`src/rtl/ascon_pkg.sv`:
```
// ---------------------------------------------------------------------------
// ascon_pkg
// Shared definitions for the ASCON block sequencer:
//   - ascon_seq_state_t : sequencer FSM state encoding
//   - ASCON128_RATE_BYTES / ASCON128A_RATE_BYTES : rate in bytes per variant
// ---------------------------------------------------------------------------
package ascon_pkg;

    typedef enum logic [1:0] {
        IDLE    = 2'd0,
        REQ     = 2'd1,
        PRESENT = 2'd2,
        DONE    = 2'd3
    } ascon_seq_state_t;

    localparam int ASCON128_RATE_BYTES  = 8;
    localparam int ASCON128A_RATE_BYTES = 16;

endpackage

```
`src/rtl/ascon_block_sequencer_if.sv`:
```
// ---------------------------------------------------------------------------
// ascon_block_sequencer_if
// Handshake bundle between the control FSM / data source (master) and the
// block sequencer (slave).
//   master drives : start, is_ad, msg_len, abort, block_read
//   slave drives  : block_request, block_valid, datalen, last_block,
//                   blk_idx, done, len_err, idle
// ---------------------------------------------------------------------------
interface ascon_block_sequencer_if
    import ascon_pkg::*;
#(
    parameter int RATE_BYTES = ASCON128_RATE_BYTES,
    parameter int MAX_BLOCKS = 4,
    parameter int LEN_W      = $clog2(RATE_BYTES*MAX_BLOCKS+1),
    parameter int DL_W       = $clog2(RATE_BYTES+1),
    parameter int BI_W       = $clog2(MAX_BLOCKS+2)
);
    logic             start;
    logic             is_ad;
    logic [LEN_W-1:0] msg_len;
    logic             abort;
    logic             block_read;

    logic             block_request;
    logic             block_valid;
    logic [DL_W-1:0]  datalen;
    logic             last_block;
    logic [BI_W-1:0]  blk_idx;
    logic             done;
    logic             len_err;
    logic             idle;

    modport master (
        output start, is_ad, msg_len, abort, block_read,
        input  block_request, block_valid, datalen, last_block,
               blk_idx, done, len_err, idle
    );

    modport slave (
        input  start, is_ad, msg_len, abort, block_read,
        output block_request, block_valid, datalen, last_block,
               blk_idx, done, len_err, idle
    );
endinterface

```
`src/rtl/ascon_block_sequencer.sv`:
```
// ---------------------------------------------------------------------------
// ascon_block_sequencer
// Splits a byte-length message into rate-sized blocks, presenting one block
// at a time with its byte count, index and last-block flag. Appends the
// padding block (datalen=0) when the length is an exact multiple of the rate,
// and skips empty associated data.
// Ports:
//   clk  : clock, rising edge
//   RST  : synchronous active-high reset
//   bus  : ascon_block_sequencer_if.slave (control inputs, block outputs)
// Every output is a flop; nothing combinational reaches the bus outputs.
// ---------------------------------------------------------------------------
module ascon_block_sequencer
    import ascon_pkg::*;
#(
    parameter int RATE_BYTES = ASCON128_RATE_BYTES,
    parameter int MAX_BLOCKS = 4,
    parameter int LEN_W      = $clog2(RATE_BYTES*MAX_BLOCKS+1),
    parameter int DL_W       = $clog2(RATE_BYTES+1),
    parameter int BI_W       = $clog2(MAX_BLOCKS+2)
) (
    input  logic                    clk,
    input  logic                    RST,
    ascon_block_sequencer_if.slave  bus
);

    localparam logic [LEN_W-1:0] RATE_L  = LEN_W'(RATE_BYTES);
    localparam logic [LEN_W-1:0] MAX_LEN = LEN_W'(RATE_BYTES*MAX_BLOCKS);

    ascon_seq_state_t  state_q;
    logic [LEN_W-1:0]  rem_q;
    logic [BI_W-1:0]   idx_q;
    logic              req_q;
    logic              valid_q;
    logic [DL_W-1:0]   dl_q;
    logic              last_q;
    logic              done_q;
    logic              err_q;
    logic              idle_q;

    // Byte count of the block about to be presented, clamped to the rate.
    function automatic logic [DL_W-1:0] sat_datalen(input logic [LEN_W-1:0] rem);
        return (rem < RATE_L) ? DL_W'(rem) : DL_W'(RATE_BYTES);
    endfunction

    always_ff @(posedge clk) begin
        if (RST || bus.abort) begin
            state_q <= IDLE;
            rem_q   <= '0;
            idx_q   <= '0;
            req_q   <= 1'b0;
            valid_q <= 1'b0;
            dl_q    <= '0;
            last_q  <= 1'b0;
            done_q  <= 1'b0;
            err_q   <= 1'b0;
            idle_q  <= 1'b1;
        end else begin
            // Strobe outputs default low so each is a single-cycle pulse.
            req_q  <= 1'b0;
            done_q <= 1'b0;
            err_q  <= 1'b0;
            case (state_q)
                IDLE: begin
                    idle_q <= 1'b1;
                    if (bus.start) begin
                        if (bus.msg_len > MAX_LEN) begin
                            err_q <= 1'b1;
                        end else if (bus.is_ad && (bus.msg_len == '0)) begin
                            state_q <= DONE;
                            done_q  <= 1'b1;
                            idle_q  <= 1'b0;
                        end else begin
                            rem_q   <= bus.msg_len;
                            idx_q   <= '0;
                            state_q <= REQ;
                            req_q   <= 1'b1;
                            idle_q  <= 1'b0;
                        end
                    end
                end
                REQ: begin
                    state_q <= PRESENT;
                    valid_q <= 1'b1;
                    dl_q    <= sat_datalen(rem_q);
                    // remaining==0 lands here too: that is the padding block.
                    last_q  <= (rem_q < RATE_L);
                end
                PRESENT: begin
                    if (bus.block_read) begin
                        valid_q <= 1'b0;
                        dl_q    <= '0;
                        last_q  <= 1'b0;
                        if (last_q) begin
                            state_q <= DONE;
                            done_q  <= 1'b1;
                        end else begin
                            // last_q==0 guarantees rem_q >= RATE, so no underflow.
                            rem_q   <= rem_q - RATE_L;
                            idx_q   <= idx_q + BI_W'(1);
                            state_q <= REQ;
                            req_q   <= 1'b1;
                        end
                    end
                end
                DONE: begin
                    state_q <= IDLE;
                    idle_q  <= 1'b1;
                end
                default: begin
                    state_q <= IDLE;
                    idle_q  <= 1'b1;
                end
            endcase
        end
    end

    assign bus.block_request = req_q;
    assign bus.block_valid   = valid_q;
    assign bus.datalen       = dl_q;
    assign bus.last_block    = last_q;
    assign bus.blk_idx       = idx_q;
    assign bus.done          = done_q;
    assign bus.len_err       = err_q;
    assign bus.idle          = idle_q;

endmodule

```
`src/flat_wrapper.sv`:
```
// flat-port wrapper written by rule: the top's interface ports become plain ports
module ascon_block_sequencer_flat import ascon_pkg::*;
#(
    parameter int RATE_BYTES = ASCON128_RATE_BYTES,
    parameter int MAX_BLOCKS = 4,
    parameter int LEN_W      = $clog2(RATE_BYTES*MAX_BLOCKS+1),
    parameter int DL_W       = $clog2(RATE_BYTES+1),
    parameter int BI_W       = $clog2(MAX_BLOCKS+2)
)
  (clk, RST, bus_start, bus_is_ad, bus_msg_len, bus_abort, bus_block_read, bus_block_request, bus_block_valid, bus_datalen, bus_last_block, bus_blk_idx, bus_done, bus_len_err, bus_idle);
  ascon_block_sequencer_if #(.RATE_BYTES(RATE_BYTES), .MAX_BLOCKS(MAX_BLOCKS), .LEN_W(LEN_W), .DL_W(DL_W), .BI_W(BI_W)) bus_i ();
  input  logic clk;
  input  logic RST;
  input wire logic [$bits(bus_i.start)-1:0] bus_start;
  input wire logic [$bits(bus_i.is_ad)-1:0] bus_is_ad;
  input wire logic [$bits(bus_i.msg_len)-1:0] bus_msg_len;
  input wire logic [$bits(bus_i.abort)-1:0] bus_abort;
  input wire logic [$bits(bus_i.block_read)-1:0] bus_block_read;
  output wire logic [$bits(bus_i.block_request)-1:0] bus_block_request;
  output wire logic [$bits(bus_i.block_valid)-1:0] bus_block_valid;
  output wire logic [$bits(bus_i.datalen)-1:0] bus_datalen;
  output wire logic [$bits(bus_i.last_block)-1:0] bus_last_block;
  output wire logic [$bits(bus_i.blk_idx)-1:0] bus_blk_idx;
  output wire logic [$bits(bus_i.done)-1:0] bus_done;
  output wire logic [$bits(bus_i.len_err)-1:0] bus_len_err;
  output wire logic [$bits(bus_i.idle)-1:0] bus_idle;
  assign bus_i.start = bus_start;
  assign bus_i.is_ad = bus_is_ad;
  assign bus_i.msg_len = bus_msg_len;
  assign bus_i.abort = bus_abort;
  assign bus_i.block_read = bus_block_read;
  assign bus_block_request = bus_i.block_request;
  assign bus_block_valid = bus_i.block_valid;
  assign bus_datalen = bus_i.datalen;
  assign bus_last_block = bus_i.last_block;
  assign bus_blk_idx = bus_i.blk_idx;
  assign bus_done = bus_i.done;
  assign bus_len_err = bus_i.len_err;
  assign bus_idle = bus_i.idle;
  ascon_block_sequencer #(.RATE_BYTES(RATE_BYTES), .MAX_BLOCKS(MAX_BLOCKS), .LEN_W(LEN_W), .DL_W(DL_W), .BI_W(BI_W)) u_core (.clk(clk), .RST(RST), .bus(bus_i));
endmodule
```
`config.mk`:
```
export PLATFORM = sky130hd
export DESIGN_NAME = ascon_block_sequencer_flat
export DESIGN_NICKNAME = d
export VERILOG_FILES = /design/src/rtl/ascon_pkg.sv /design/src/rtl/ascon_block_sequencer_if.sv /design/src/rtl/ascon_block_sequencer.sv /design/src/flat_wrapper.sv
export SDC_FILE = /design/constraint.sdc
export NUM_CORES = 1
export LEC_CHECK = 0
export CORE_ASPECT_RATIO = 1.5
export CORE_MARGIN = 3
export CORE_UTILIZATION = 40
export DETAILED_ROUTE_END_ITERATION = 10
export PLACE_DENSITY_LB_ADDON = 0.05
export SLEW_MARGIN = 5
export SYNTH_ARGS = -nofsm -noshare
export SYNTH_HDL_FRONTEND = slang
export SYNTH_SLANG_ARGS = --single-unit
```
`constraint.sdc`:
```
create_clock -name clk -period 4 [get_ports clk]
set_input_delay 0.8 -clock clk [delete_from_list [all_inputs] [get_ports clk]]
set_output_delay 0.8 -clock clk [all_outputs]
set_load 0.02 [all_outputs]
```
==> reports/metrics.yaml <==
routing:
  vias_per_cell: 5.46
  wl_per_cell_um: 14.6
  dr_total_vias: 1027
  drt-total-wl_um: 2740
  ant_nets: 0
  drc_errors: 0
  first_pass_iters: 4
  drt_iter0_markers: 15
sta:
  rsz0062_at_grt: "no"
  fmax_mhz: 422
  min_period_over_period: 0.593
  drv_slew: 0
  fin_skew_ps: 7.42
  setup_viol: 0
  hold_ws_ps: 462
  worst_pin_slew_ps: 620
  setup_tns_ps: 0
  period_needed_ps: 2370
  final-hold-violation-count: 0
  relSlewSlack: 0.587
place:
  place_congestion: 0.845
  hpwl_um: 2040
  port_buffers: 24
  place_inst: 184
cts:
  root_buffer: "clkbuf_8"
  cts_inserted_buffers: 3
  postCtsSetupBuffers: 0
  clockBufferDepth: 2
  cts_resized: 0
  path_clk_slew_ps: 70
  cts_tree: "done"
  h-tree-depth: 1
  cts_hold_buf: 0
  clock_sinks: 21
  clock_latency_ps: 260
floorplanning:
  io_pins: 25
  rows: 23
  fp.dieW_um: 49.7
  die_h_um: 71.6
  die-area_um2: 3560
  core_area_um2: 2710
  start_util: 0.424
global_route:
  grt_max_degree: 19
  antenna_found_initial: 0
  first_global_vias: 994
  grt.overflow.total: 0
  grt_pass1_wl_um: 4500
  grt_use_total: 0.165
logic_synthesis:
  ys_types: 38
  synth-edff-count: 0
  synth_area_leader_cell: "dfxtp_1"
  syn-num-nets: 148
  async_reset_ff_frac: 0
  ys_seq_area_frac: 0.367
  synth_seq_cells: 21
  synth_top_flop_cell: "dfxtp_1"
  syn_inst: 129
  synthDominantCellAreaShare: 0.367
  syn_area_um2: 1150
  yosysWarningCount: 0
  synth_area_leaders: "dfxtp_1 37%, ha_1 7.6%, a21oi_1 5.2%"
  avgSynthCellArea_um2: 8.88
hold_path:
  hold_path_class: "flop to flop"
setup_path:
  crit_arrival_ps: 2520
  required_ps: 4150
  cp_slowest_cell: "clkdlybuf4s50_1"
  path_max_fanout: 6
  cp-end-kind: "flop"
  crit_chain: "clkdlybuf4s50_1 > nor4b_4 > nand2_1 > a31o_2 > a32o_1"
  worstPathBufferInverterCount: 1
  max_stage_delay_ps: 600
  criticalPathCategory: "input port to flop"
  path_delay_family: "buffers and inverters"
  start_kind: "input port"
layout:
  n_antenna_cell: 0
  instances_no_fill: 188
  multi_input_area_um2: 662
  nFillCells: 276
  fin_nets: 171
  drive_gt1_frac: 0.0596
  layout-area-overhead-vs-synth_pct: 26.3
  final_cell_mix: "24 x clkdlybuf4s50_1, 21 x dfxtp_1, 12 x a21oi_1"
  regArea_um2: 420
  layout_commonest_cell: "clkdlybuf4s50_1"
power_and_ir_drop:
  vdd_drop_max_mv: 0.205
  leakage_nw: 0.494
  power.density_nw_per_um2: 293
  p_total_mw: 0.425
outcome:
  outcome: "completed"
job:
  maxCapViolCount: 0
==> metrics by stage <==
stage	area, um^2	utilization	worst slack, ps
final	1450	0.535	1630
after global routing	1450	0.535	1500
after CTS	1450	0.535	1640
after detailed placement	1400	0.519	1360
after global placement	1400	0.519	1400
after floorplan	1150	-	2000
==> cells by family after synthesis <==
family,share of synthesized area
AOI/OAI and AO/OA,0.252
muxes,0.0437
buffers and inverters,0.0557
and+or+nand+nor,0.205
DFF,0.367
adders and majority gates,0.0764
==> metal layers <==
| layer | share of wire | vias up | global-route usage | routed length, um |
|---|---|---|---|---|
| met5 | 0 | - | 0 | 0 |
| met2 | 0.52 | 22 | 0.297 | 1410 |
| met1 | 0.43 | 482 | 0.189 | 1190 |
| met3 | 0.044 | 2 | 0.0353 | 120 |
| li1 | - | 521 | - | - |
| met4 | 0.0062 | 0 | 0.0554 | 17 |
==> layout make-up <==
class,count,area share
inverter,9,0.0233
timing repair buffer,24,0.166
tap,37,0.0320
multi-input combinational,93,0.457
clock buffer,4,0.0311
sequential,21,0.290
==> sequential cells by signal, summed over array words and instances, names as in the netlist, 2 cells and up <==
name,flops
u_core.bus.blk_idx,3
u_core.bus.datalen,4
u_core.rem_q,6
u_core.state_q,2
==> tightest hold or removal path: stages, from the launching register on <==
cell and delay [ps]:
dfxtp_1 310, nand2_1 50, a21oi_1 50
==> synth_stat cells (2+ instances only) <==
cell type	n
dfxtp_1	21
a21oi_1	12
nand2_1	11
inv_1	8
ha_1	7
nand3_1	7
nor2_1	7
clkbuf_1	5
mux2i_1	5
nor3_1	5
o2111ai_1	4
o21ai_0	4
a22oi_1	3
a32o_1	3
a211oi_1	2
nand2b_1	2
nor4_1	2
==> final timing paths <==
path,from,endpoint,slack [ps],cells past startpoint
min,u_core.bus.block_valid$_SDFFE_PP0P_,u_core.bus.block_valid$_SDFFE_PP0P_,460,2
min reg2reg,u_core.bus.block_valid$_SDFFE_PP0P_,u_core.bus.block_valid$_SDFFE_PP0P_,460,2
max,bus_msg_len[5],u_core.rem_q[3]$_SDFFE_PP0P_,1630,5
max reg2reg,u_core.state_q[0]$_SDFFE_PP0P_,u_core.rem_q[4]$_SDFFE_PP0P_,1690,6
==> power breakdown <==
group          internal [mW]  total [mW]  switching, mW
clock network         0.0709       0.141         0.0705
logic                 0.0296      0.0679         0.0382
registers              0.213       0.215        0.00265
No activity file was read; power rests on OpenSTA's default activity.
